--- src/rtl/wb_arbiter.sv ---
// Round-robin Wishbone arbiter: N pipelined masters share one bus master port,
// with an outstanding-strobe limit and a timeout that aborts a hung slave.
module wb_arbiter #(
  parameter int WB_DATA_WIDTH      = 8,
  parameter int WB_ADDR_WIDTH      = 16,
  parameter int WB_NUM_MASTERS     = 2,
  parameter int WB_MAX_OUTSTANDING = 15,
  parameter int WB_TIMEOUT         = 255
) (
  input  logic                                   clk_i,
  input  logic                                   rst_ni,
  input  logic [WB_NUM_MASTERS-1:0]              m_cyc_i,
  input  logic [WB_NUM_MASTERS-1:0]              m_lock_i,
  input  logic [WB_NUM_MASTERS-1:0]              m_stb_i,
  input  logic [WB_NUM_MASTERS-1:0]              m_we_i,
  input  logic [WB_NUM_MASTERS*WB_ADDR_WIDTH-1:0] m_adr_i,
  input  logic [WB_NUM_MASTERS*WB_DATA_WIDTH-1:0] m_dat_i,
  output logic [WB_NUM_MASTERS-1:0]              m_stall_o,
  output logic [WB_NUM_MASTERS-1:0]              m_ack_o,
  output logic [WB_NUM_MASTERS-1:0]              m_err_o,
  output logic [WB_NUM_MASTERS*WB_DATA_WIDTH-1:0] m_dat_o,
  output logic                                   bus_cyc_o,
  output logic                                   bus_lock_o,
  output logic                                   bus_stb_o,
  output logic                                   bus_we_o,
  output logic [WB_ADDR_WIDTH-1:0]               bus_adr_o,
  output logic [WB_DATA_WIDTH-1:0]               bus_dat_o,
  input  logic                                   bus_stall_i,
  input  logic                                   bus_ack_i,
  input  logic [WB_DATA_WIDTH-1:0]               bus_dat_i,
  output logic [WB_NUM_MASTERS-1:0]              grant_o
);

  localparam int N    = WB_NUM_MASTERS;
  localparam int A    = WB_ADDR_WIDTH;
  localparam int D    = WB_DATA_WIDTH;
  localparam int IDXW = (N > 1) ? $clog2(N) : 1;

  typedef enum logic {IDLE, GRANT} state_t;

  state_t          r_state;
  logic [N-1:0]    r_grant;
  logic [IDXW-1:0] r_gidx;
  logic [IDXW-1:0] r_rr_ptr;
  logic [3:0]      r_outstanding;
  logic [7:0]      r_timer;
  logic            r_err;

  logic            w_in_grant;
  logic            w_full;
  logic            w_accept;
  logic            w_release;
  logic            w_timer_hit;
  logic            w_req_found;
  logic [IDXW-1:0] w_req_idx;
  logic [IDXW-1:0] w_rr_next;
  logic [N-1:0]    w_req_onehot;

  assign w_in_grant  = (r_state == GRANT);
  assign w_full      = (r_outstanding == 4'(WB_MAX_OUTSTANDING));
  assign w_accept    = bus_stb_o & ~bus_stall_i;
  assign w_release   = w_in_grant & ~m_cyc_i[r_gidx] & ~m_lock_i[r_gidx];
  assign w_timer_hit = (WB_TIMEOUT != 0) && (r_timer == 8'(WB_TIMEOUT - 1));
  assign grant_o     = r_grant;
  assign m_err_o     = r_err ? r_grant : '0;
  assign m_dat_o     = {N{bus_dat_i}};

  // Search downward so the candidate closest to r_rr_ptr is written last and wins.
  always_comb begin
    w_req_found  = 1'b0;
    w_req_idx    = '0;
    w_req_onehot = '0;
    for (int k = N - 1; k >= 0; k--) begin
      if (m_cyc_i[(int'(r_rr_ptr) + k) % N]) begin
        w_req_found = 1'b1;
        w_req_idx   = IDXW'((int'(r_rr_ptr) + k) % N);
      end
    end
    w_req_onehot[w_req_idx] = 1'b1;
    w_rr_next = (int'(w_req_idx) == N - 1) ? '0 : w_req_idx + 1'b1;
  end

  always_comb begin
    bus_cyc_o  = 1'b0;
    bus_lock_o = 1'b0;
    bus_stb_o  = 1'b0;
    bus_we_o   = 1'b0;
    bus_adr_o  = '0;
    bus_dat_o  = '0;
    m_stall_o  = '1;
    m_ack_o    = '0;
    if (w_in_grant) begin
      bus_cyc_o          = m_cyc_i[r_gidx];
      bus_lock_o         = m_lock_i[r_gidx];
      bus_stb_o          = m_stb_i[r_gidx] & ~w_full;
      bus_we_o           = m_we_i[r_gidx];
      bus_adr_o          = m_adr_i[int'(r_gidx)*A +: A];
      bus_dat_o          = m_dat_i[int'(r_gidx)*D +: D];
      m_stall_o[r_gidx]  = bus_stall_i | w_full;
      m_ack_o[r_gidx]    = bus_ack_i;
    end
  end

  always_ff @(posedge clk_i or negedge rst_ni) begin
    if (!rst_ni) begin
      r_state       <= IDLE;
      r_grant       <= '0;
      r_gidx        <= '0;
      r_rr_ptr      <= '0;
      r_outstanding <= '0;
      r_timer       <= '0;
      r_err         <= 1'b0;
    end else begin
      case (r_state)
        IDLE: begin
          r_err         <= 1'b0;
          r_outstanding <= '0;
          r_timer       <= '0;
          if (w_req_found) begin
            r_state  <= GRANT;
            r_grant  <= w_req_onehot;
            r_gidx   <= w_req_idx;
            r_rr_ptr <= w_rr_next;
          end
        end
        GRANT: begin
          // The error pulse lasts one cycle; the abort follows on the next edge.
          if (w_release || r_err) begin
            r_state       <= IDLE;
            r_grant       <= '0;
            r_outstanding <= '0;
            r_timer       <= '0;
            r_err         <= 1'b0;
          end else begin
            case ({w_accept, bus_ack_i})
              2'b10:   r_outstanding <= r_outstanding + 4'd1;
              2'b01:   if (r_outstanding != 4'd0) r_outstanding <= r_outstanding - 4'd1;
              default: r_outstanding <= r_outstanding;
            endcase
            if (bus_ack_i || r_outstanding == 4'd0 || WB_TIMEOUT == 0) begin
              r_timer <= '0;
            end else begin
              r_timer <= r_timer + 8'd1;
              if (w_timer_hit) r_err <= 1'b1;
            end
          end
        end
        default: r_state <= IDLE;
      endcase
    end
  end

endmodule
--- config.mk ---
export PLATFORM = sky130hd
export DESIGN_NAME = wb_arbiter
export DESIGN_NICKNAME = d
export VERILOG_FILES = /design/src/rtl/wb_arbiter.sv
export SDC_FILE = /design/constraint.sdc
export NUM_CORES = 1
export LEC_CHECK = 0
export BUFFER_PORTS_ARGS = -buffer_cell sky130_fd_sc_hd__clkbuf_2
export CORE_ASPECT_RATIO = 0.6
export CORE_UTILIZATION = 40
export CTS_BUF_LIST = sky130_fd_sc_hd__clkbuf_16
export CTS_CLUSTER_SIZE = 14
export DETAILED_ROUTE_END_ITERATION = 8
export PLACE_DENSITY_LB_ADDON = 0.08
export SLEW_MARGIN = 20
export SYNTH_ARGS = -nofsm -noshare
export SYNTH_HDL_FRONTEND = slang
export SYNTH_SLANG_ARGS = --single-unit
--- constraint.sdc ---
create_clock -name clk_i -period 2.5 [get_ports clk_i]
set_clock_uncertainty 0.05 [all_clocks]
set_input_delay 0.25 -clock clk_i [delete_from_list [all_inputs] [get_ports clk_i]]
set_output_delay 0.25 -clock clk_i [all_outputs]
set_load 0.03 [all_outputs]
After elaboration in Yosys (flattened, before gate mapping)
Index checks and enable logic that the tools add are counted.
{"block": "totals", "wordCells": 102, "inputBits": 68, "out_inout_bits": 52, "reg_bits": 18}
{"block": "op_classes", "order_cmp": 6, "n_shift": 2, "eq_ne": 10, "addsub": 5, "n_reduce_logical": 10, "muxes": 48, "bitwise_logic": 14}
{"cell": "32-bit by 6-bit indexed part select with 16-bit output", "count": 1}
{"cell": "1-bit two-way mux", "count": 29}
{"cell": "8-bit two-way mux", "count": 3}
{"cell": "16-bit two-way mux", "count": 1}
{"cell": "4-bit case mux with 2 select lines", "count": 2}
{"cell": "8-bit case mux with 2 select lines", "count": 1}
{"cell": "16-bit by 5-bit indexed part select with 8-bit output", "count": 1}
{"cell": "2-bit two-way mux", "count": 5}
{"cell": "8-bit by 1-bit adder with 8-bit output, second input constant", "count": 1}
{"cell": "8-bit == test, second input constant", "count": 1}
{"cell": "4-bit two-way mux", "count": 2}
{"cell": "2-bit AND reduction", "count": 4}
{"cell": "1-bit by 2-bit < comparator with 1-bit output, second input constant", "count": 3}
{"cell": "1-bit NOT", "count": 5}
{"cell": "4-bit by 1-bit adder with 4-bit output, second input constant", "count": 1}
{"cell": "1-bit bitwise AND", "count": 4}
{"cell": "4-bit == test, second input constant", "count": 1}
{"cell": "4-bit logical NOT", "count": 1}
{"cell": "4-bit by 1-bit inequality test with 1-bit output, second input constant", "count": 1}
{"cell": "4-bit inequality test, second input constant", "count": 1}
{"cell": "1-bit case mux with 2 select lines", "count": 2}
{"cell": "2-bit case mux with 2 select lines", "count": 1}
{"cell": "4-bit nonzero test", "count": 1}
{"cell": "4-bit by 1-bit subtractor with 4-bit output, second input constant", "count": 1}
{"cell": "17 further kinds", "count": 22}

Longest topological paths before layout
Gate-level depths: netlist of run 1.
{"block": "depth", "ltp_word": 13, "mapped_depth": 8, "depth_no_buf": 7}

Worst setup path before layout of run 1
No wires, ideal clock.
{"block": "synth_path", "path_kind": "reg-to-reg", "start": "register r_gidx", "end": "register r_outstanding[3]", "n_path_buf": 1, "t_arrival_ns": 2.161, "stages_incl_launch_ff": 9, "period_less_slack_ns": 2.290, "setup_slack_ns": 0.210, "cell_sequence": "dfrtp_1 -> buf_6 -> mux2_4 -> a31oi_1 -> ha_1 -> a21o_1 -> a21oi_1 -> mux2i_1 -> mux2i_1"}
{"block": "synth_via", "elab_chain_len": 9, "word_cells_on_any_way": 22, "cone_classes": "eq/ne: 4; mux: 10; bitwise: 6; reduce/logical: 2"}
{"element": "start, declared", "line_no": "43", "rtl": "logic [IDXW-1:0] r_gidx;"}
{"element": "start signal, assigned", "line_no": "122", "rtl": "r_gidx <= w_req_idx;"}
{"element": "1-bit two-way mux (implied by the code) (2 in series)", "line_no": "95", "rtl": "bus_stb_o = m_stb_i[r_gidx] & ~w_full;"}
{"element": "1-bit bitwise AND", "line_no": "95"}
{"element": "1-bit two-way mux", "line_no": "92", "rtl": "if (w_in_grant) begin"}
{"element": "1-bit bitwise AND", "line_no": "61", "rtl": "assign w_accept = bus_stb_o & ~bus_stall_i;"}
{"element": "2-bit by 1-bit == test with 1-bit output / 2-bit == test (equally long branches)", "line_no": "135", "rtl": "case ({w_accept, bus_ack_i})"}
{"element": "4-bit case mux with 2 select lines", "line_no": "135"}
{"element": "4-bit two-way mux", "line_no": "128", "rtl": "if (w_release || r_err) begin"}
{"element": "4-bit case mux with 2 select lines", "line_no": "114", "rtl": "case (r_state)"}
{"element": "end signal, assigned", "line_no": "136", "rtl": "2'b10: r_outstanding <= r_outstanding + 4'd1;"}
{"element": "end signal, assigned", "line_no": "137", "rtl": "2'b01: if (r_outstanding != 4'd0) r_outstanding <= r_outstanding - 4'd1;"}
{"element": "end signal, assigned", "line_no": "138", "rtl": "default: r_outstanding <= r_outstanding;"}
{"element": "end, declared", "line_no": "45", "rtl": "logic [3:0] r_outstanding;"}
Several ways; a longest one is shown, not always the timed one. The select of a mux whose other input is x is not followed.
A chain may end at the register's enable or synchronous reset.

Worst setup path after layout of run 1
{"block": "layout_path", "start": "register r_outstanding[1]", "end": "register r_outstanding[3]"}
{"block": "layout_via", "elab_chain_len": 9, "word_cells_on_any_way": 17, "cone_classes": "add/sub: 2; eq/ne: 5; mux: 5; bitwise: 3; reduce/logical: 2"}
{"element": "4-bit == test", "line_no": "60", "rtl": "assign w_full = (r_outstanding == 4'(WB_MAX_OUTSTANDING));"}
{"element": "1-bit NOT", "line_no": "95"}
{"element": "1-bit bitwise AND", "line_no": "95"}
{"element": "1-bit two-way mux", "line_no": "92"}
{"element": "1-bit bitwise AND", "line_no": "61"}
{"element": "2-bit by 1-bit == test with 1-bit output / 2-bit == test (equally long branches)", "line_no": "135"}
{"element": "4-bit case mux with 2 select lines", "line_no": "135"}
{"element": "4-bit two-way mux", "line_no": "128"}
{"element": "4-bit case mux with 2 select lines", "line_no": "114"}
Several ways; a longest one is shown, not always the timed one. The select of a mux whose other input is x is not followed.

==> flow_summary.toml, run 1 <==
[yosys]
syn_nets = 252
synth-seq-cells = 18
async_flop_share_pct = 100
synth.cell_area_um2 = 1590
seq_area_frac_synth_pct = 28.3
synth_common_cells = "38 x nor2_1, 29 x mux2i_1, 18 x dfrtp_1"
synth.area.top_cells = "dfrtp_1 28%, mux2i_1 18%, nor2_1 9.0%, buf_4 7.6%, xor2_1 3.3%"
synth_top_area_cell = "dfrtp_1"
netlist.area_leader.share_pct = 28.3
synth_edf_count = 0
yosysMostFrequentCell = "nor2_1"
synth.distinct_cells = 41
synth_flop_cell = "dfrtp_1"
netlist_instances = 179
syn_area_per_cell_um2 = 8.88
ys_warn_count = 0

[detailed_routing]
wl_met2_um = 1680
wl_met1_um = 1850
totalWireLength_um = 3810
drtIter0Drc = 69
wire_per_inst_um = 12.4
antenna_left = 0
route.detailed.drc = 0
highest_layer = "met4"
viasPerCell = 4.86
first_pass_iters = 4
vias = 1496
wl_met3_um = 259

[sta]
rsz0062_at_grt = "no"
finalCritPeriodShare_pct = 87.2
finalMaxSlewViolations = 0
tns_ps = 0
slew_headroom_pct = 67.8
max_clock_freq_ghz = 0.459
tightest_slew_ps = 484
hold_violations = 0
setup_viol = 0
fin_crit_ps = 2180

[global_route]
grt_overflow = 0
grt_usage_pct = 18.1
antenna_found_initial = 0
grt_max_degree = 35
grt_pass1_vias = 1334
grt_pass1_wl_um = 6090

[die]
start_util_pct = 42.4
coreArea_um2 = 3740
fp-row-count = 17
fp.dieH_um = 50.8
die_area_um2 = 4240
die_w_um = 83.4
ioPinCount = 120

[run_status]
status = "completed"

[clock_network]
insertion_delay_ps = 250
cts_buffers = 3
cts_max_path_buffers = 2
cts_sinks = 18
path_clk_slew_ps = 50
htreeDepth = 1
cts_root_buf = "clkbuf_16"
tritoncts = "done"
post_cts_buffers = 0

[power]
peakVddDrop_mv = 0.482
leakage_nw = 1.16
power_density_nw_per_um2 = 1140

[worst_setup_path]
critPathArrivalTime_ps = 2300
crit_path_max_fanout = 7
critPathRequiredTime_ps = 2620
worstSetupPathType = "flip-flop to flip-flop"
crit_path_start_kind = "flip-flop"
end_kind = "flip-flop"

[layout]
drive_gt1_share_pct = 42.9
n_antenna_cell = 0
syn_to_final_growth_pct = 31.9
instances_no_fill = 308
final_nets = 335
fillers = 346

[place]
dp.cells = 303
gp_congestion = 0.896
port_buffers = 95
post-dp-hpwl_um = 3120

[job]
drv_cap = 0

[hold_path]
holdCritPathClass = "input port to flip-flop"
[cells by family (layout without fill, tap and decap cells)]
logic type / count (synthesis) / after routing / synth area share [%]
AND/OR/NAND/NOR: 72 / 72 / 22.6
buffers and inverters: 27 / 109 / 10.9
adder cells (fa/ha/maj): 5 / 5 / 4.41
AO/OA/AOI/OAI: 20 / 20 / 10.7
multiplexers: 30 / 30 / 19.2
XOR/XNOR: 7 / 7 / 3.86
flip-flops: 18 / 18 / 28.3
[flip-flops by register name, indices dropped and copies added, names as in the netlist]
| signal | cells |
|---|---|
| r_err | 1 |
| r_state | 1 |
| r_timer | 8 |
| r_rr_ptr | 1 |
| r_outstanding | 4 |
| r_gidx | 1 |
| grant_o | 2 |
[per-layer routing]
layer  global-route usage, %  up-vias
met1                    24.6      662
met3                    6.46        4
met5                       0        -
li1                        -      779
met4                    3.45        0
met2                    28.1       51
[area by class of cell]
class | instances | area, µm² | area share, %
clock buffers | 3 | 75.1 | 3.58
clock inverters | 1 | 3.75 | 0.179
inverters | 3 | 11.3 | 0.537
multi-input cells | 134 | 966 | 46.1
flip-flops and latches | 18 | 450 | 21.5
well taps | 47 | 58.8 | 2.81
repair buffers | 102 | 531 | 25.3
[cell usage in the layout, fill, tap and decap left out, types with 2 or more instances in the layout]
cell	netlist	routed
clkbuf_16	0	3
nor3_2	2	2
xor2_1	6	6
a31oi_1	2	2
nand3_1	4	4
nor2_1	38	38
a21oi_1	5	5
and3_1	2	2
nand2_1	5	5
nand2b_1	3	3
inv_1	3	3
nand4_1	3	3
buf_4	16	6
and2_1	2	2
nor3_1	3	3
clkbuf_2	0	95
o21ai_0	5	5
mux2i_1	29	29
nand3b_1	3	3
dfrtp_1	18	18
ha_1	4	4
[critical path, cell delays in order, from the launching register on]
cell	delay, ps
dfrtp_1	520
a41oi_4	220
a31oi_1	260
ha_1	270
a21o_1	170
a21oi_1	170
mux2i_1	230
mux2i_1	200
[path summary, 6_finish.rpt]
path | startpoint | to | slack [ps] | depth (start not counted)
setup / recovery | r_outstanding[1]$_DFFE_PN0P_ | r_outstanding[3]$_DFFE_PN0P_ | 320 | 7
hold / removal | m_cyc_i[1] | r_rr_ptr$_DFFE_PN0P_ | 250 | 2
setup reg to reg | r_outstanding[1]$_DFFE_PN0P_ | r_outstanding[3]$_DFFE_PN0P_ | 320 | 7
hold reg to reg | r_rr_ptr$_DFFE_PN0P_ | r_rr_ptr$_DFFE_PN0P_ | 430 | 1
max in group asynchronous | rst_ni | r_timer[3]$_DFF_PN0_ | 1660 | 2
min in group asynchronous | rst_ni | grant_o[0]$_DFFE_PN0P_ | 420 | 2
[timing repair]
item / CTS / global route
endpoints found under the hold margin: 18 / 0
gates resized for setup: 0 / 0
hold buffers: 1 / 0
[power breakdown]
part / switching [mW] / internal [mW] / total [mW]
Sequential: 0.0965 / 0.360 / 0.456
Clock: 0.107 / 0.213 / 0.320
Combinational: 1.04 / 0.567 / 1.61
Total: 1.25 / 1.14 / 2.38
[stage by stage]
step	utilization [%]	power (mW)	hold WS (ps)	instance area (µm²)	setup WS, ps
global route	56.0	2.55	250	2100	138
CTS	56.0	2.41	245	2100	306
global placement	53.6	2.09	167	2010	353
detailed placement	53.6	2.08	166	2010	313
finish	56.0	2.38	247	2100	320
floorplan	-	1.71	-95.6	1590	210
No activity file was read; power rests on OpenSTA's default activity.
==> inputs of run 2 (changes only) <==
--- a/config.mk
+++ b/config.mk
@@ -11,2 +11,3 @@
 export CTS_BUF_LIST = sky130_fd_sc_hd__clkbuf_16
+export CTS_CLUSTER_DIAMETER = 200
 export CTS_CLUSTER_SIZE = 14
--- a/constraint.sdc
+++ b/constraint.sdc
@@ -4,2 +4,2 @@
 set_output_delay 0.25 -clock clk_i [all_outputs]
-set_load 0.03 [all_outputs]
+set_load 0.005 [all_outputs]
==> run 2 against run 1 <==
  * Global-route usage is 0.082 points lower
  * Critical path depth stayed put
  * Worst hold slack worse by 4.4 ps
  * Cell count is 0.97% lower
  * Die area stayed put
  * Sequential power is 4% higher
  * Highest routed layer unchanged
==> flow_summary.toml, run 2 (same netlist as run 1, synthesis figures left out) <==
[layout]
final_common_cell = "clkbuf_2"
top_register = "r_timer"
syn_to_final_growth_pct = 30.5
n_antenna_cell = 0
final_nets = 332
drive_gt1_share_pct = 42.2
final_cell_mix = "95 x clkbuf_2, 38 x nor2_1, 29 x mux2i_1, 18 x dfrtp_1, 6 x xor2_1"
largest_reg_flops = 8
fillers = 343

[clock_network]
insertion_delay_ps = 250
cts_buffers = 3
cts_sinks = 18
path_clk_slew_ps = 50
cts_max_path_buffers = 2
post_cts_buffers = 0
cts_root_buf = "clkbuf_16"
tritoncts = "done"
post_cts_resized = 0
htreeDepth = 1

[sta]
max_clock_freq_ghz = 0.457
finalMaxSlewViolations = 0
tightest_slew_ps = 941
finalCritPeriodShare_pct = 87.6
fin_crit_ps = 2190
hold_violations = 0
tns_ps = 0
slew_headroom_pct = 37.2
rsz0062_at_grt = "no"
setup_viol = 0

[worst_setup_path]
r2r_slack_ps = 310
cp_cell_sequence = "a41oi_4 -> a31oi_1 -> ha_1 -> a21o_1 -> a21oi_1 -> mux2i_1 -> mux2i_1"
crit_start = "r_outstanding[1]$_DFFE_PN0P_"
critPathArrivalTime_ps = 2310
critPathRequiredTime_ps = 2620
crit_path_max_fanout = 7
crit_path_start_kind = "flip-flop"
worstSetupPathType = "flip-flop to flip-flop"
cp-endpoint = "r_outstanding[3]$_DFFE_PN0P_"
crit_top_cell = "mux2i_1"
r2r_cells = 7
cpPeakStageDelay_ps = 520
reg2reg_from = "r_outstanding[1]$_DFFE_PN0P_"
end_kind = "flip-flop"
cp_slowest_cell = "dfrtp_1"
r2r-end = "r_outstanding[3]$_DFFE_PN0P_"

[global_route]
grt_pass1_wl_um = 6090
grt_max_degree = 35
antenna_found_initial = 0
grt_overflow = 0
grt_usage_pct = 18.0
grt_pass1_vias = 1280

[place]
post-dp-hpwl_um = 3110
gp_congestion = 0.894
port_buffers = 95

[job]
drv_cap = 0

[die]
fp-row-count = 17
start_util_pct = 42.4
ioPinCount = 120
die_area_um2 = 4240
coreArea_um2 = 3740
die_w_um = 83.4
fp.dieH_um = 50.8

[detailed_routing]
first_pass_iters = 4
route.detailed.drc = 0
totalWireLength_um = 3920
drtIter0Drc = 65
vias = 1501
antenna_left = 0
viasPerCell = 4.92
wire_per_inst_um = 12.9

[power]
power_mw = 1.92
leakage_nw = 1.14
power_density_nw_per_um2 = 925
peakVddDrop_mv = 0.475

[run_status]
status = "completed"

[hold_path]
holdCritPathClass = "input port to flip-flop"
-- run 2: cell count changes in the layout (fill, tap and decap cells not counted), sizes merged --
cell,change
buf,-3
-- run 2: area by class of cell --
cell class / instances / area, µm² / area share [%]
clock buffers: 3 / 75.1 / 3.62
well taps: 47 / 58.8 / 2.84
multi-input cells: 134 / 966 / 46.6
flip-flops and latches: 18 / 450 / 21.7
repair buffers: 99 / 508 / 24.5
inverters: 3 / 11.3 / 0.543
clock inverters: 1 / 3.75 / 0.181
-- run 2: what timing repair did --
item	4_1_cts	5_1_grt
hold endpoints to repair	18	0
hold buffers	1	0
setup endpoints to repair	0	0
-- run 2: layer usage --
| layer | track usage [%] | vias to the layer above | part of all wire, % |
|---|---|---|---|
| met1 | 25.2 | 670 | 49 |
| li1 | - | 768 | - |
| met4 | 3.45 | 0 | 0.59 |
| met5 | 0 | - | 0 |
| met2 | 27.3 | 58 | 44 |
| met3 | 6.14 | 5 | 7.3 |
-- run 2: per-stage QoR --
step	util (%)	hold WS (ps)	setup slack (ps)	instance area, µm²	cells
6_report	55.4	243	310	2070	305
3_5_place_dp	53.0	162	324	1980	300
5_1_grt	55.4	256	152	2070	305
3_3_place_gp	53.0	171	347	1980	300
2_1_floorplan	-	-95.6	210	1590	179
4_1_cts	55.4	245	292	2070	305
-- run 2: worst min path at each step --
stage | startpoint | endpoint | slack (ps) | depth (start not counted)
finish | m_cyc_i[1] | r_rr_ptr$_DFFE_PN0P_ | 240 | 2
global route | m_cyc_i[1] | r_rr_ptr$_DFFE_PN0P_ | 260 | 2
CTS | m_cyc_i[1] | r_rr_ptr$_DFFE_PN0P_ | 240 | 2
detailed placement | rst_ni | grant_o[0]$_DFFE_PN0P_ | 160 | 1
global placement | rst_ni | grant_o[0]$_DFFE_PN0P_ | 170 | 1
floorplan | rst_ni | grant_o[0]$_DFFE_PN0P_ | -100 | 0
-- run 2: critical path, delay by kind of cell (launching register included) --
family,cells,cell delay (ps)
muxes,2,440
AOI/OAI and AO/OA,4,820
DFF,1,520
adders and majority gates,1,270
-- run 2: power breakdown --
group | internal [mW] | total, mW | switching, mW
sequential | 0.359 | 0.473 | 0.114
combinational | 0.534 | 1.12 | 0.585
clock | 0.213 | 0.325 | 0.113
total | 1.11 | 1.92 | 0.811
==> inputs of run 3 (changes only) <==
- GPL_TIMING_DRIVEN: default -> 0
==> run 3 against run 2 <==
  * Global-route usage is 2.0 points higher
  * Largest cell class unchanged
  * Highest routed layer unchanged
  * Non-clock buffer count is 37 higher
  * Register-to-register slack worse by 120 ps
  * Critical path depth is 1 higher
  * Fmax is 5.4% lower
  * Largest power group unchanged
==> flow_summary.toml, run 3 (same netlist as run 1, synthesis figures left out) <==
[worst_setup_path]
cp_cell_sequence = "buf_6 -> mux2_4 -> a31oi_4 -> ha_1 -> a21o_1 -> a21oi_1 -> mux2i_1 -> mux2i_1"
crit_top_cell = "mux2i_1"
cp_slowest_cell = "dfrtp_1"
crit_path_start_kind = "flip-flop"
cpPeakStageDelay_ps = 370
critPathArrivalTime_ps = 2440
worstSetupPathType = "flip-flop to flip-flop"
critPathRequiredTime_ps = 2620
end_kind = "flip-flop"
crit_path_max_fanout = 8

[die]
die_area_um2 = 4240
ioPinCount = 120
start_util_pct = 42.4
fp-row-count = 17
die_w_um = 83.4
coreArea_um2 = 3740
fp.dieH_um = 50.8

[layout]
final_cell_mix = "111 x clkbuf_2, 38 x nor2_1, 29 x mux2i_1, 16 x buf_4, 16 x dfrtp_1"
syn_to_final_growth_pct = 45.4
final_nets = 369
instances_no_fill = 342
n_antenna_cell = 0
top_register = "r_timer"
final_common_cell = "clkbuf_2"
drive_gt1_share_pct = 49.2
largest_reg_flops = 8
fillers = 338
design_area_um2 = 2310

[detailed_routing]
wire_per_inst_um = 12.2
vias = 1634
route.detailed.drc = 0
first_pass_iters = 4
totalWireLength_um = 4180
drtIter0Drc = 60
antenna_left = 0
viasPerCell = 4.78

[place]
post-dp-hpwl_um = 3410
place_area_um2 = 2200
gp_congestion = 0.782
port_buffers = 111
dp.cells = 337

[sta]
fin_crit_ps = 2310
setup_viol = 0
finalMaxSlewViolations = 0
hold_violations = 0
rsz0062_at_grt = "no"
tightest_slew_ps = 548
slew_headroom_pct = 63.5
tns_ps = 0
finalCritPeriodShare_pct = 92.6
hold_ws_ps = 255
max_clock_freq_ghz = 0.432

[power]
p_seq_share_pct = 22.9
p_int_mw = 1.16
leakage_nw = 1.29
peakVddDrop_mv = 0.505
swShare_pct = 42.1
power_density_nw_per_um2 = 869
clock_power_share_pct = 16.1
power_mw = 2.01
power.switching_mw = 0.844
combPwrFrac_pct = 61.0

[clock_network]
path_clk_slew_ps = 50
cts_root_buf = "clkbuf_16"
cts_max_path_buffers = 2
cts_buffers = 3
tritoncts = "done"
cts_sinks = 18
post_cts_buffers = 0
htreeDepth = 1
insertion_delay_ps = 250

[global_route]
grt_usage_pct = 20.1
grt_pass1_wl_um = 6700
antenna_found_initial = 0
grt_overflow = 0
grt_max_degree = 19
grt_pass1_vias = 1492

[run_status]
status = "completed"

[job]
drv_cap = 0

[hold_path]
holdCritPathClass = "input port to flip-flop"
-- run 3: cell types whose count changed in the layout (fill, tap and decap cells not counted), sizes merged --
cell    before  now
clkbuf      98  116
buf          3   22
-- run 3: routing by layer --
metal	track usage, %	up-vias	routed length, µm
met3	6.46	2	260
met2	33.3	53	2020
met1	25.9	736	1890
li1	-	843	-
met4	4.31	0	12
met5	0	-	0
-- run 3: final timing paths --
check	cells after the start	slack, ps	start	to
max	8	190	r_gidx$_DFFE_PN0P_	r_outstanding[3]$_DFFE_PN0P_
min	2	250	m_cyc_i[1]	r_rr_ptr$_DFFE_PN0P_
max reg2reg	8	190	r_gidx$_DFFE_PN0P_	r_outstanding[3]$_DFFE_PN0P_
min reg2reg	1	430	r_rr_ptr$_DFFE_PN0P_	r_rr_ptr$_DFFE_PN0P_
max in group asynchronous	2	1630	rst_ni	r_outstanding[0]$_DFFE_PN0P_
min in group asynchronous	2	420	rst_ni	grant_o[1]$_DFFE_PN0P_
-- run 3: critical path: cells and delay by family, from the launching register on --
| kind | cells | cell delay (ps) |
|---|---|---|
| mux | 3 | 790 |
| buf+inv | 1 | 140 |
| compound gates | 3 | 630 |
| fa+ha+maj | 1 | 270 |
| flops | 1 | 370 |
-- run 3: per-stage QoR --
stage	setup slack, ps	util [%]
finish	186	61.7
global route	75.5	61.7
CTS	104	61.4
detailed placement	-36.3	58.9
global placement	-19.8	58.9
floorplan	210	-
-- run 3: layout make-up --
class,instances,area (µm²),area share (%)
tap,47,58.8,2.55
sequential,18,453,19.6
clock buffer,3,75.1,3.25
multi-input combinational,134,981,42.5
timing repair buffer,112,566,24.5
buffer,24,161,6.99
clock inverter,1,3.75,0.163
inverter,3,11.3,0.488
-- run 3: power by group through the flow --
stage	Clock, mW	Sequential, mW	Combinational, mW
detailed placement	0	0.459	1.22
floorplan	0	0.439	0.803
CTS	0.331	0.457	1.23
global route	0.345	0.469	1.36
finish	0.324	0.458	1.22
global placement	0	0.458	1.20
-- run 3: what timing repair did --
item                                   in CTS  in global routing
endpoints found under the hold margin      18                  0
hold buffers                                1                  0
resized for setup                           1                  3
setup endpoints to repair                   1                  1
